File: src/rtl/stepper_step_ctrl.sv
// Purpose : step/dir sequencer for one stepper axis, one step per enable_step tick toward a signed target.
// Latency : dir_out/busy one cycle after command accept; step_out rises one cycle after an accepted tick.
// Backpressure: cmd_ready is high only in IDLE, so a held cmd_valid waits until the running move ends.
// Ports:
//   clk_100mhz, rst       - system clock, synchronous active-high reset
//   enable_step           - 1-cycle step tick from the PWM generator
//   cmd_valid/cmd_target  - absolute signed target command; cmd_ready = accepting
//   abort                 - stop the move, letting an in-flight pulse finish first
//   step_out, dir_out     - driver pins (dir_out 1 = increasing position)
//   busy, position        - move in progress, signed step count issued so far
//   done, aborted         - 1-cycle completion pulses, mutually exclusive
module stepper_step_ctrl #(
  parameter int POS_W            = 16,
  parameter int PULSE_CYCLES     = 100,
  parameter int DIR_SETUP_CYCLES = 50
) (
  input  logic                    clk_100mhz,
  input  logic                    rst,
  input  logic                    enable_step,
  input  logic                    cmd_valid,
  input  logic signed [POS_W-1:0] cmd_target,
  output logic                    cmd_ready,
  input  logic                    abort,
  output logic                    step_out,
  output logic                    dir_out,
  output logic                    busy,
  output logic signed [POS_W-1:0] position,
  output logic                    done,
  output logic                    aborted
);

  localparam int CNT_MAX = (PULSE_CYCLES > DIR_SETUP_CYCLES) ? PULSE_CYCLES : DIR_SETUP_CYCLES;
  localparam int CNT_W   = $clog2(CNT_MAX + 1);
  localparam logic [CNT_W-1:0] PULSE_LAST = CNT_W'(PULSE_CYCLES - 1);
  localparam logic [CNT_W-1:0] SETUP_LAST = CNT_W'(DIR_SETUP_CYCLES - 1);

  typedef enum logic [1:0] {
    S_IDLE,
    S_DIR_SETUP,
    S_WAIT_TICK,
    S_PULSE
  } state_t;

  state_t                   state, state_n;
  logic [CNT_W-1:0]         cnt, cnt_n;
  logic signed [POS_W-1:0]  target, target_n;
  logic signed [POS_W-1:0]  pos_n;
  logic                     dir_n, step_n, done_n, aborted_n;
  logic                     abort_pend, abort_pend_n;

  always_comb begin
    state_n      = state;
    cnt_n        = cnt;
    target_n     = target;
    pos_n        = position;
    dir_n        = dir_out;
    step_n       = step_out;
    done_n       = 1'b0;
    aborted_n    = 1'b0;
    abort_pend_n = abort_pend;

    case (state)
      S_IDLE: begin
        abort_pend_n = 1'b0;
        if (cmd_valid) begin
          target_n = cmd_target;
          if (cmd_target == position) begin
            // Already there: report completion without touching the pins.
            done_n = 1'b1;
          end else begin
            dir_n   = (cmd_target > position);
            state_n = S_DIR_SETUP;
            cnt_n   = '0;
          end
        end
      end

      S_DIR_SETUP: begin
        if (abort) begin
          state_n   = S_IDLE;
          aborted_n = 1'b1;
        end else if (cnt == SETUP_LAST) begin
          state_n = S_WAIT_TICK;
        end else begin
          cnt_n = cnt + 1'b1;
        end
      end

      S_WAIT_TICK: begin
        if (abort) begin
          state_n   = S_IDLE;
          aborted_n = 1'b1;
        end else if (enable_step) begin
          // Position counts steps issued, so it moves with the rising edge.
          state_n = S_PULSE;
          step_n  = 1'b1;
          cnt_n   = '0;
          pos_n   = dir_out ? position + POS_W'(1) : position - POS_W'(1);
        end
      end

      S_PULSE: begin
        // Abort during a pulse is remembered so the pulse always runs full width.
        if (abort) abort_pend_n = 1'b1;
        if (cnt == PULSE_LAST) begin
          step_n       = 1'b0;
          abort_pend_n = 1'b0;
          if (position == target) begin
            // Reaching the target wins over a coincident abort.
            state_n = S_IDLE;
            done_n  = 1'b1;
          end else if (abort_pend || abort) begin
            state_n   = S_IDLE;
            aborted_n = 1'b1;
          end else begin
            state_n = S_WAIT_TICK;
          end
        end else begin
          cnt_n = cnt + 1'b1;
        end
      end

      default: begin
        state_n = S_IDLE;
        step_n  = 1'b0;
      end
    endcase
  end

  always_ff @(posedge clk_100mhz) begin
    if (rst) begin
      state      <= S_IDLE;
      cnt        <= '0;
      target     <= '0;
      position   <= '0;
      dir_out    <= 1'b0;
      step_out   <= 1'b0;
      done       <= 1'b0;
      aborted    <= 1'b0;
      abort_pend <= 1'b0;
      busy       <= 1'b0;
      cmd_ready  <= 1'b1;
    end else begin
      state      <= state_n;
      cnt        <= cnt_n;
      target     <= target_n;
      position   <= pos_n;
      dir_out    <= dir_n;
      step_out   <= step_n;
      done       <= done_n;
      aborted    <= aborted_n;
      abort_pend <= abort_pend_n;
      // Registered copies of the state decode so they align with the state register.
      busy       <= (state_n != S_IDLE);
      cmd_ready  <= (state_n == S_IDLE);
    end
  end

endmodule

File: config.mk
export PLATFORM = sky130hd
export DESIGN_NAME = stepper_step_ctrl
export DESIGN_NICKNAME = d
export VERILOG_FILES = /design/src/rtl/stepper_step_ctrl.sv
export SDC_FILE = /design/constraint.sdc
export NUM_CORES = 1
export LEC_CHECK = 0
export ABC_CLOCK_PERIOD_IN_PS = 2600
export CORE_MARGIN = 4
export CORE_UTILIZATION = 50
export DETAILED_ROUTE_END_ITERATION = 16
export PLACE_DENSITY = 0.76
export SLEW_MARGIN = 5
export SYNTH_ARGS = -nofsm -noshare
export SYNTH_HDL_FRONTEND = slang
export SYNTH_SLANG_ARGS = --single-unit
File: constraint.sdc
create_clock -name clk_100mhz -period 2.6 [get_ports clk_100mhz]
set_clock_uncertainty 0.2 [all_clocks]
set_input_delay 0.52 -clock clk_100mhz [delete_from_list [all_inputs] [get_ports clk_100mhz]]
set_output_delay 0.52 -clock clk_100mhz [all_outputs]
set_load 0.02 [all_outputs]
==> run summary <==
Outcome - finished, final reports clean
Final WS setup - 3.771 ps
Hold Vio Cnt, Final - 0
Root Driver - clkbuf_8
Hold Crit Start - target[13]
DRC errors left - 0
Vias/cell - 5.752
Endpoints failing setup - 0
Max-slew violation count - 0
H-tree lvl count - 2
Largest net degree at the start of global routing - 25
Slew headroom - 0.7105
WP data required - 2600 ps
Sum Neg Setup Slack - 0 ps
Antenna viol nets, final - 0
Final nets - 541
R2r endpoint - position[15]
DP HPWL - 6578 µm
Post-Syn Area - 3303 µm²
Synthesis-to-finish area growth - 32.23%
Leakage - 1.777 nW
# rows - 29
Gr ovfl total - 0
Post-synthesis cell type count - 57
Flop-to-flop setup slack - 4 ps
DR vias - 3227
Startpoint Class - flop
Num ports - 43
Syn. warnings - 0
Crit path cell chain - clkinvlp_4 -> buf_12 -> ha_4 -> a21o_2 -> a31o_1 -> o211a_4 -> a41oi_2 -> mux2i_1 -> mux2_1
Via count of the first global-routing pass - 2974
Ys flop type - dfxtp_1
CTS Buf Count - 5
Total track usage - 0.2277
Die Wd - 89.28 µm
Worst skew pair latency - 310 ps
Routed WL - 9142 µm
WP data arrival - 2590 ps
Top cell family by delay on the critical path - compound AO/OA/AOI/OAI gates
Crit Path Max Fanout - 16
Buf/Inv on CP - 2
Initial antenna violation count - 0
Asr flop ratio synth - 0
Initial DRC Count - 175
DR WL/cell - 16.30 µm
Clock Tree Buf Depth - 2
Syn_area_per_cell - 8.017 µm²
Die Ht - 89.28 µm
Post-synth EDFFs - 0
Share of layout cells above drive strength 1 - 0.1694
Antenna cells - 0
CP Capture Type - flop
Clock Sinks - 48
Min-Delay Path Class - flop to flop
Slew of the pin with the lowest slew margin - 430.9 ps
Slowest-stage cell, CP - dfxtp_4
Post-Place Worst Slack - -307.7 ps
Cells after synthesis - 412
Hold Path End - target[13]
R2R depth - 9
Post-layout util - 0.6840
DRT Pass-1 Iters - 4
Syn_nets - 470
Final period utilization - 0.9985
Slowest stage delay, CP - 370 ps
Fmax - 0.3852 GHz
Fin crit period - 2596 ps
Seq/Total Area, Yosys - 0.2909
Port Buf Inserts - 42
RSZ-0062 raised after global routing - true
Pwr per Cell Area - 395.3 nW/µm²
Max Cap Viol - 0
R2R Path Start - dir_out
Hold Crit Depth - 2
Die area - 7971 µm²
Critical path type - flop to flop
Routability cong. - 0.8926
Maximum vdd ir drop - 0.2410 mV
CTS tree - built
Hold_buf cts - 0
Worst-path clk slew - 90 ps
First-pass GRT wire length - 14250 µm
Initial core utilization - 0.5172
Yosys reg bits - 48
Core area - 6386 µm²
worst max-delay path by stage:
stage | startpoint | end | depth (start not counted)
4_1_cts | cmd_target[0] | cnt[5] | 10
2_1_floorplan | dir_out | position[13] | 8
5_1_grt | dir_out | position[15] | 9
3_5_place_dp | cmd_target[15] | cnt[5] | 10
3_3_place_gp | cmd_target[15] | cnt[1] | 10
6_report | dir_out | position[15] | 9
cells by family after synthesis:
logic type	after synthesis	synth area share
buffers and inverters	43	0.05871
and+or+nand+nor	145	0.2057
AOI/OAI and AO/OA	106	0.2125
muxes	5	0.01553
xor gates and xnor gates	28	0.07424
adders and majority gates	37	0.1424
DFF	48	0.2909
worst reg2reg max path, stage by stage, from the launching register on:
cell and delay [ps]:
dfxtp_4 370, clkinvlp_4 80, buf_12 160, ha_4 260, a21o_2 210, a31o_1 210
o211a_4 260, a41oi_2 170, mux2i_1 240, mux2_1 330
flip-flops by register name, summed over array words and instances, names as in the netlist:
register / cells
abort_pend: 1
step_out: 1
state: 2
busy: 1
cmd_ready: 1
position: 16
done: 1
dir_out: 1
aborted: 1
cnt: 7
target: 16
timing repair:
| action | 4_1_cts | 5_1_grt |
|---|---|---|
| pin swaps | 1 | 15 |
| endpoints found under the setup margin | 2 | 15 |
| resized for setup | 3 | 34 |
| buffers inserted | 0 | 3 |
cell type report:
type / instances / area, µm²
clock buffers: 5 / 68.82
clock inverters: 3 / 42.54
repair buffers: 77 / 720.7
multi-input cells: 321 / 2359
inverters: 30 / 116.4
flip-flops and latches: 48 / 964.7
well taps: 77 / 96.34
fillers: 517 / 2018
Yosys cell counts, types with 4 or more instances:
cell type / instances / area share
and2_1: 4 / 0.0076
and3_1: 4 / 0.0076
a21o_1: 9 / 0.020
dfxtp_1: 48 / 0.29
nand3_1: 12 / 0.018
nand2_1: 69 / 0.078
xnor2_1: 21 / 0.056
a21oi_1: 42 / 0.064
nand4_1: 11 / 0.021
ha_1: 36 / 0.14
o21ai_0: 13 / 0.020
xor2_1: 7 / 0.019
nor3_1: 6 / 0.0091
a211oi_1: 6 / 0.014
mux2i_1: 4 / 0.012
inv_1: 30 / 0.034
clkbuf_1: 10 / 0.011
nor2_1: 19 / 0.022
o31ai_1: 5 / 0.011
power by group:
part	switching, W	internal [W]	total (W)
clock	0.000269	0.000285	0.000554
combinational	0.000212	0.000181	0.000393
sequential	0.0000186	0.000761	0.000780
metrics by stage:
step / power [W] / hold slack (ps) / cell area (µm²) / std cells
2_1_floorplan: 0.001018 / 248.8 / 3353 / 412
3_3_place_gp: 0.001148 / 255.0 / 4041 / 550
3_5_place_dp: 0.001155 / 260.8 / 4041 / 550
4_1_cts: 0.001698 / 273.1 / 4168 / 558
5_1_grt: 0.001804 / 287.6 / 4368 / 561
6_report: 0.001727 / 275.9 / 4368 / 561
metal layers:
| layer | global-route usage | part of all wire | up-vias |
|---|---|---|---|
| li1 | - | - | 1596 |
| met1 | 0.2953 | 0.44 | 1527 |
| met2 | 0.4012 | 0.51 | 96 |
| met3 | 0.03318 | 0.041 | 8 |
| met4 | 0.04736 | 0.011 | 0 |
| met5 | 0 | 0 | - |
cells in the final DEF, fill, tap and decap left out, types with 6 or more instances in the layout:
cell type,netlist,final
o21ai_0,13,12
nor2_1,19,18
dfxtp_1,48,47
dlymetal6s2s_1,0,10
a211oi_1,6,6
buf_4,0,34
nand4_1,11,11
a21o_1,9,9
inv_1,30,29
clkdlybuf4s50_1,0,32
ha_4,0,10
nand3_1,12,11
a21oi_1,42,37
xnor2_1,21,21
xor2_1,7,7
nand2_1,69,66
nor3_1,6,6
ha_1,36,24
No activity file was read; power rests on OpenSTA's default activity.
